`src/rtl/mips32_muldiv_pkg.sv`:
```
// Shared encodings for the MIPS32 multiply/divide unit.
package mips32_muldiv_pkg;

    localparam logic [2:0] MD_MULT  = 3'd0;
    localparam logic [2:0] MD_MULTU = 3'd1;
    localparam logic [2:0] MD_DIV   = 3'd2;
    localparam logic [2:0] MD_DIVU  = 3'd3;
    localparam logic [2:0] MD_MTHI  = 3'd4;
    localparam logic [2:0] MD_MTLO  = 3'd5;

    typedef enum logic [1:0] {
        ST_IDLE  = 2'd0,
        ST_RUN   = 2'd1,
        ST_FIXUP = 2'd2
    } md_state_t;

endpackage

```
`src/rtl/mips32_muldiv_ctrl.sv`:
```
// Sequencer for the multiply/divide unit: FSM, iteration counter,
// busy/done flags and the datapath strobes (load, step, fixup, HI/LO moves).
module mips32_muldiv_ctrl
    import mips32_muldiv_pkg::*;
#(
    parameter int DATAWIDTH = 32,
    parameter int CNTW      = $clog2(DATAWIDTH) + 1
) (
    input  logic       clk,
    input  logic       rst_n,
    input  logic       start,
    input  logic       flush,
    input  logic [2:0] md_op,
    output logic       busy,
    output logic       done,
    output logic       load,
    output logic       step,
    output logic       fixup,
    output logic       wr_hi,
    output logic       wr_lo
);

    md_state_t       state_q, state_d;
    logic [CNTW-1:0] cnt_q, cnt_d;
    logic            busy_q, busy_d;
    logic            done_q, done_d;

    // Next-state, counter and strobe decode; flush always wins over start.
    always_comb begin
        state_d = state_q;
        cnt_d   = cnt_q;
        load    = 1'b0;
        step    = 1'b0;
        fixup   = 1'b0;
        wr_hi   = 1'b0;
        wr_lo   = 1'b0;
        case (state_q)
            ST_IDLE: begin
                if (start && !flush) begin
                    if (md_op < MD_MTHI) begin
                        load    = 1'b1;
                        state_d = ST_RUN;
                        cnt_d   = CNTW'(DATAWIDTH - 1);
                    end else if (md_op == MD_MTHI) begin
                        wr_hi = 1'b1;
                    end else if (md_op == MD_MTLO) begin
                        wr_lo = 1'b1;
                    end
                end
            end
            ST_RUN: begin
                if (flush) begin
                    state_d = ST_IDLE;
                end else begin
                    step = 1'b1;
                    if (cnt_q == '0) begin
                        state_d = ST_FIXUP;
                    end else begin
                        cnt_d = cnt_q - 1'b1;
                    end
                end
            end
            ST_FIXUP: begin
                state_d = ST_IDLE;
                fixup   = !flush;
            end
            default: state_d = ST_IDLE;
        endcase
        busy_d = (state_d != ST_IDLE);
        done_d = fixup | wr_hi | wr_lo;
    end

    // Control state register with asynchronous reset.
    always_ff @(posedge clk or negedge rst_n) begin
        if (!rst_n) begin
            state_q <= ST_IDLE;
            cnt_q   <= '0;
            busy_q  <= 1'b0;
            done_q  <= 1'b0;
        end else begin
            state_q <= state_d;
            cnt_q   <= cnt_d;
            busy_q  <= busy_d;
            done_q  <= done_d;
        end
    end

    assign busy = busy_q;
    assign done = done_q;

endmodule

```
`src/rtl/mips32_muldiv.sv`:
```
// Iterative MULT/MULTU/DIV/DIVU unit with architectural HI/LO registers.
// Works on operand magnitudes; signs are reapplied in the FIXUP cycle.
module mips32_muldiv
    import mips32_muldiv_pkg::*;
#(
    parameter int DATAWIDTH = 32,
    parameter int CNTW      = $clog2(DATAWIDTH) + 1
) (
    input  logic                 clk,
    input  logic                 rst_n,
    input  logic [2:0]           MD_op,
    input  logic                 start,
    input  logic                 flush,
    input  logic [DATAWIDTH-1:0] A_in,
    input  logic [DATAWIDTH-1:0] B_in,
    output logic                 busy,
    output logic                 done,
    output logic [DATAWIDTH-1:0] HI_out,
    output logic [DATAWIDTH-1:0] LO_out
);

    localparam int W = DATAWIDTH;

    // Magnitude of a possibly-signed operand; |MIN| wraps to 2^(W-1) unsigned.
    function automatic logic [W-1:0] magnitude(input logic [W-1:0] v, input logic is_signed);
        return (is_signed && v[W-1]) ? -v : v;
    endfunction

    logic load, step, fixup, wr_hi, wr_lo;

    mips32_muldiv_ctrl #(
        .DATAWIDTH (W),
        .CNTW      (CNTW)
    ) u_ctrl (
        .clk   (clk),
        .rst_n (rst_n),
        .start (start),
        .flush (flush),
        .md_op (MD_op),
        .busy  (busy),
        .done  (done),
        .load  (load),
        .step  (step),
        .fixup (fixup),
        .wr_hi (wr_hi),
        .wr_lo (wr_lo)
    );

    // acc: multiply accumulator {partial product, multiplier}; for divide the
    // low half holds the dividend shifting out and the quotient shifting in.
    logic [2*W-1:0] acc_q, acc_d;
    logic [W:0]     rem_q, rem_d;
    logic [W-1:0]   opnd_q, opnd_d;    // multiplicand or divisor magnitude
    logic [W-1:0]   a_raw_q, a_raw_d;  // dividend as given, for divide-by-zero
    logic           op_div_q, op_div_d;
    logic           op_sgn_q, op_sgn_d;
    logic           neg_a_q, neg_a_d;
    logic           neg_b_q, neg_b_d;
    logic           dz_q, dz_d;
    logic [W-1:0]   hi_q, hi_d;
    logic [W-1:0]   lo_q, lo_d;

    logic           is_sgn_in;
    logic [W:0]     mul_sum;
    logic [W+1:0]   div_shift;
    logic           div_ge;
    logic [2*W-1:0] prod;
    logic [W-1:0]   quo, rmd;

    // Datapath: operand capture, one iteration per step, sign fixup and HI/LO writes.
    always_comb begin
        acc_d    = acc_q;
        rem_d    = rem_q;
        opnd_d   = opnd_q;
        a_raw_d  = a_raw_q;
        op_div_d = op_div_q;
        op_sgn_d = op_sgn_q;
        neg_a_d  = neg_a_q;
        neg_b_d  = neg_b_q;
        dz_d     = dz_q;
        hi_d     = hi_q;
        lo_d     = lo_q;

        is_sgn_in = (MD_op == MD_MULT) || (MD_op == MD_DIV);
        mul_sum   = {1'b0, acc_q[2*W-1:W]} + (acc_q[0] ? {1'b0, opnd_q} : {(W+1){1'b0}});
        div_shift = {rem_q, acc_q[W-1]};
        div_ge    = (div_shift >= {2'b00, opnd_q});
        prod      = (op_sgn_q && (neg_a_q ^ neg_b_q)) ? -acc_q : acc_q;
        quo       = (op_sgn_q && (neg_a_q ^ neg_b_q)) ? -acc_q[W-1:0] : acc_q[W-1:0];
        rmd       = (op_sgn_q && neg_a_q) ? -rem_q[W-1:0] : rem_q[W-1:0];

        if (load) begin
            op_div_d = (MD_op == MD_DIV) || (MD_op == MD_DIVU);
            op_sgn_d = is_sgn_in;
            neg_a_d  = is_sgn_in && A_in[W-1];
            neg_b_d  = is_sgn_in && B_in[W-1];
            dz_d     = op_div_d && (B_in == '0);
            a_raw_d  = A_in;
            rem_d    = '0;
            if (op_div_d) begin
                acc_d  = {{W{1'b0}}, magnitude(A_in, is_sgn_in)};
                opnd_d = magnitude(B_in, is_sgn_in);
            end else begin
                acc_d  = {{W{1'b0}}, magnitude(B_in, is_sgn_in)};
                opnd_d = magnitude(A_in, is_sgn_in);
            end
        end else if (step) begin
            if (op_div_q) begin
                rem_d = div_ge ? (W+1)'(div_shift - {2'b00, opnd_q}) : (W+1)'(div_shift);
                acc_d = {acc_q[2*W-1:W], acc_q[W-2:0], div_ge};
            end else begin
                acc_d = {mul_sum, acc_q[W-1:1]};
            end
        end

        if (fixup) begin
            if (!op_div_q) begin
                hi_d = prod[2*W-1:W];
                lo_d = prod[W-1:0];
            end else if (dz_q) begin
                hi_d = a_raw_q;
                lo_d = '1;
            end else begin
                hi_d = rmd;
                lo_d = quo;
            end
        end
        if (wr_hi) hi_d = A_in;
        if (wr_lo) lo_d = A_in;
    end

    // Datapath registers with asynchronous reset.
    always_ff @(posedge clk or negedge rst_n) begin
        if (!rst_n) begin
            acc_q    <= '0;
            rem_q    <= '0;
            opnd_q   <= '0;
            a_raw_q  <= '0;
            op_div_q <= 1'b0;
            op_sgn_q <= 1'b0;
            neg_a_q  <= 1'b0;
            neg_b_q  <= 1'b0;
            dz_q     <= 1'b0;
            hi_q     <= '0;
            lo_q     <= '0;
        end else begin
            acc_q    <= acc_d;
            rem_q    <= rem_d;
            opnd_q   <= opnd_d;
            a_raw_q  <= a_raw_d;
            op_div_q <= op_div_d;
            op_sgn_q <= op_sgn_d;
            neg_a_q  <= neg_a_d;
            neg_b_q  <= neg_b_d;
            dz_q     <= dz_d;
            hi_q     <= hi_d;
            lo_q     <= lo_d;
        end
    end

    assign HI_out = hi_q;
    assign LO_out = lo_q;

endmodule

```
`config.mk`:
```
export PLATFORM = sky130hd
export DESIGN_NAME = mips32_muldiv
export DESIGN_NICKNAME = d
export VERILOG_FILES = /design/src/rtl/mips32_muldiv_pkg.sv /design/src/rtl/mips32_muldiv_ctrl.sv /design/src/rtl/mips32_muldiv.sv
export SDC_FILE = /design/constraint.sdc
export NUM_CORES = 1
export LEC_CHECK = 0
export CAP_MARGIN = 0
export CORE_ASPECT_RATIO = 1.25
export CORE_MARGIN = 2
export CORE_UTILIZATION = 55
export CTS_BUF_LIST = sky130_fd_sc_hd__clkbuf_8
export CTS_CLUSTER_DIAMETER = 120
export DETAILED_ROUTE_END_ITERATION = 16
export GPL_ROUTABILITY_DRIVEN = 0
export HOLD_SLACK_MARGIN = 0.1
export PLACE_DENSITY = 0.79
export SETUP_SLACK_MARGIN = 0.2
export SLEW_MARGIN = 20
export SYNTH_ARGS = -nofsm -noshare
export SYNTH_HDL_FRONTEND = slang
export SYNTH_HIERARCHICAL = 1
export SYNTH_SLANG_ARGS = --single-unit
```
`constraint.sdc`:
```
create_clock -name clk -period 4.35 [get_ports clk]
set_input_delay 0.435 -clock clk [delete_from_list [all_inputs] [get_ports clk]]
set_output_delay 0.435 -clock clk [all_outputs]
set_load 0.01 [all_outputs]
```
==> key figures <==
Status
  • Outcome: completed

Flow run
  • Max-cap violation count: 0

Drt
  • Vias/cell: between 6 and 7
  • Met2 wire len: 29.3 mm
  • Max layer used: met5
  • DRC Markers: 0
  • Total wire length: approximately 64 mm
  • WL met1: about 22 mm
  • Drt first pass iters: 7
  • Violation count after the first detailed-route iteration: roughly 1700
  • Post-route antenna net violation count: 0
  • WL per Instance: approximately 23 um
  • WL met3: 6.34 mm
  • Via count: between 15000 and 20000

Die
  • IO Pins: about 140
  • Die ar.: about 34000 um^2
  • Die H: between 200 and 250 um
  • Initial Utilization: between 50% and 60%
  • Core area: 32600 um^2
  • Row count: between 70 and 80
  • Die Wd: between 150 and 200 um

Logic synthesis
  • Yosys warns: 6
  • Synth area leaders: dfrtp_1, o21ai_0, nand2_1, xnor2_1, ha_1
  • Post-synth EDFFs: 0
  • Synthesized cell area: roughly 18000 um^2
  • Sequential fraction of the synthesis area: 33.1%
  • Yosys top cell area share: roughly a third
  • Syn_area_per_cell: ~8 um^2
  • Largest family of logic cells by synthesized area: compound AO/OA/AOI/OAI gates
  • Synth async-reset ratio: 100%
  • #FFs+latches synth: 240
  • Synth Flop Type: dfrtp_1
  • Syn_nets: around 2300
  • Compound-Gate Fraction of Synth Area: 25.7%
  • Synth unique cells: 89
  • Post-Synthesis Cells: roughly 2200
  • Post-synth top area cell: dfrtp_1
  • Mux share of post-synthesis cell area: 5.11%
  • Synth Area in Simple Gates: 17.5%
  • Post-Synth XOR/XNOR Area: 9.21%
  • Area share of fa/ha/maj cells after synthesis: 5.04%

Critical path
  • Crit-path slowest cell: o31ai_1
  • Kind of critical path: reg -> reg
  • Worst path max stage delay: 510 ps
  • Critical Path Start: acc_q[31]$_DFFE_PN0P_
  • Crit path cell chain: inv_1, ha_1, inv_1, fa_1, a21o_1, a21boi_0, nor4b_1, o31ai_1, o21a_1, a21o_1, buf_12, a21oi_1, nor3_1, a31oi_1
  • Critical path's top delay family: compound AO/OA/AOI/OAI gates
  • Maximum fanout along the worst path: 36
  • CP Launch Type: flop
  • CP arrival: roughly 4300 ps
  • WP buf/inv: 3
  • Worst setup EP type: flop
  • R2r startpoint: acc_q[31]$_DFFE_PN0P_
  • Required time worst endpoint: roughly 4800 ps

Timing
  • Worst-Margin Slew: about 920 ps
  • Fin Hold WS: around 430 ps
  • Max-slew violations: 0
  • Setup-failing EPs final: 0
  • Fin Setup TNS: 0 ps
  • Unrepaired setup endpoints after global routing: false
  • Hold Vio Cnt, Final: 0
  • Final Skew: roughly 20 ps
  • Tmin final: 3840 ps
  • F_max: 0.260 GHz
  • Final period util: 88.3%
  • Slew HR: approximately two fifths

Clocking
  • Worst-skew pair later-pin latency: just under 600 ps
  • Reg clk slew, reported paths: approximately 60 ps
  • PostCTS Resize Cnt: 0
  • Clk sinks: 240
  • Clock root buffer: clkbuf_8
  • # H-tree levels: 2
  • CTS tree: yes
  • CTS Buf Count: 42
  • CTS max path bufs: 3

GRT
  • Vias in the first global route: around 18000
  • Total global-route track usage: a little over a third
  • Initial antenna violation count: 1
  • First-pass GRT wire length: 98.3 mm
  • Total gr overflow: 0
  • Largest net degree at the start of global routing: 94

Finish
  • Nets: roughly 2400
  • Multi-input gate area: around 11000 um^2
  • Filler cells: ~2700
  • P&R area growth vs syn: 14.5%
  • Inserted Diodes: 0
  • Register Area: about 6000 um^2
  • Layout cells sized above 1: 8.14%

Power and ir drop
  • P_leak: around 9.0 nW
  • PD cells: roughly 450 nW/um^2
  • VDD IR max: between 0.3 and 0.4 mV

Place
  • Port Buffers: ~140
  • DP HPWL: between 40 and 50 mm

Min path
  • Hold Crit Class: in -> async
per-layer routing:
layer,vias up,track usage (%)
met5,-,0
met4,2,27.2
met3,312,9.40
met2,1020,58.7
met1,8663,41.0
li1,8161,-
synth_stat cells, types with 15 or more instances:
cell type / instances
nor2_1: 184
o21ai_0: 240
dfrtp_1: 240
inv_1: 77
ha_1: 70
nand3_1: 29
xor2_1: 87
mux2i_1: 50
a22oi_1: 23
clkbuf_1: 112
a21oi_1: 157
o211ai_1: 55
a31oi_1: 24
o22ai_1: 44
o21bai_1: 19
o31ai_1: 25
nor3_1: 41
nand2b_1: 15
a21o_1: 34
buf_1: 18
xnor2_1: 104
or3_1: 18
mux2_2: 38
nand2_1: 253
worst paths after layout:
path                                               endpoint  slack [ps]  depth (start not counted)
worst min-delay path            u_ctrl/cnt_q[2]$_DFFE_PN0P_         430                          2
worst min register to register        rem_q[32]$_DFFE_PN0P_         490                          2
worst max register to register         acc_q[0]$_DFFE_PN0P_         510                         14
max in group asynchronous             rem_q[24]$_DFFE_PN0P_        2840                          3
min in group clk                      rem_q[32]$_DFFE_PN0P_         490                          2
worst max-delay path                   acc_q[0]$_DFFE_PN0P_         510                         14
layout by cell type, fill, tap and decap left out, types with 10 or more instances in the layout:
master,count
o21bai_1,19
clkbuf_8,57
dfrtp_1,239
xnor2_1,104
o31ai_1,25
o21ai_0,240
a31oi_1,24
nand2b_1,14
inv_1,83
mux2_2,38
buf_4,38
nor4_1,11
mux2i_1,50
nand2_1,253
xor2_1,87
o211ai_1,55
nand3_1,29
ha_1,70
a211o_1,11
nor2b_1,12
o22ai_1,44
and3_1,12
o41ai_1,10
o221ai_1,13
nor2_1,182
o21a_1,11
or3_1,18
clkdlybuf4s50_1,135
nand4_1,11
nor3_1,41
or4_1,13
and2_1,12
a21oi_1,155
a22oi_1,23
a21o_1,34
power breakdown:
| group | switching [W] | internal [W] | total, W |
|---|---|---|---|
| registers | 0.000631 | 0.00276 | 0.00339 |
| clock network | 0.00102 | 0.00122 | 0.00224 |
| logic | 0.00218 | 0.00159 | 0.00377 |
sequential cells by signal (all words and copies together), names as in the netlist:
signal	count
acc_q	64
rem_q	33
HI_out	32
LO_out	32
a_raw_q	32
opnd_q	32
u_ctrl/cnt_q	6
u_ctrl/state_q	2
dz_q	1
neg_a_q	1
neg_b_q	1
op_div_q	1
op_sgn_q	1
u_ctrl/busy	1
u_ctrl/done	1
repair_timing:
item,CTS,global route
hold buffers,1,0
hold endpoints to repair,90,0
buffers inserted,0,0
stage by stage:
stage	power [W]	util, %	instances	worst slack (ps)	instance area (um^2)
final	0.00939	63.8	2740	508	20800
after global placement	0.00694	61.1	2667	704	19900
after CTS	0.00929	63.8	2740	637	20800
after global routing	0.00989	63.8	2740	284	20800
after detailed placement	0.00707	61.1	2667	610	19900
after floorplan	0.00567	-	2206	1210	18200
final cells by class:
type	instances	area share (%)
inverter	79	1.44
sequential	240	28.9
timing repair buffer	177	8.19
clock buffer	57	3.77
clock inverter	15	0.451
tap	418	2.52
multi-input combinational	1754	54.7
cell families (layout without fill, tap and decap cells):
family / Yosys count / count (layout)
buf+inv: 212 / 328
fa+ha+maj: 72 / 72
xor+xnor: 191 / 191
mux: 88 / 88
compound gates: 745 / 745
simple gates: 658 / 658
flops: 240 / 240
(Power assumes the default switching activity.)
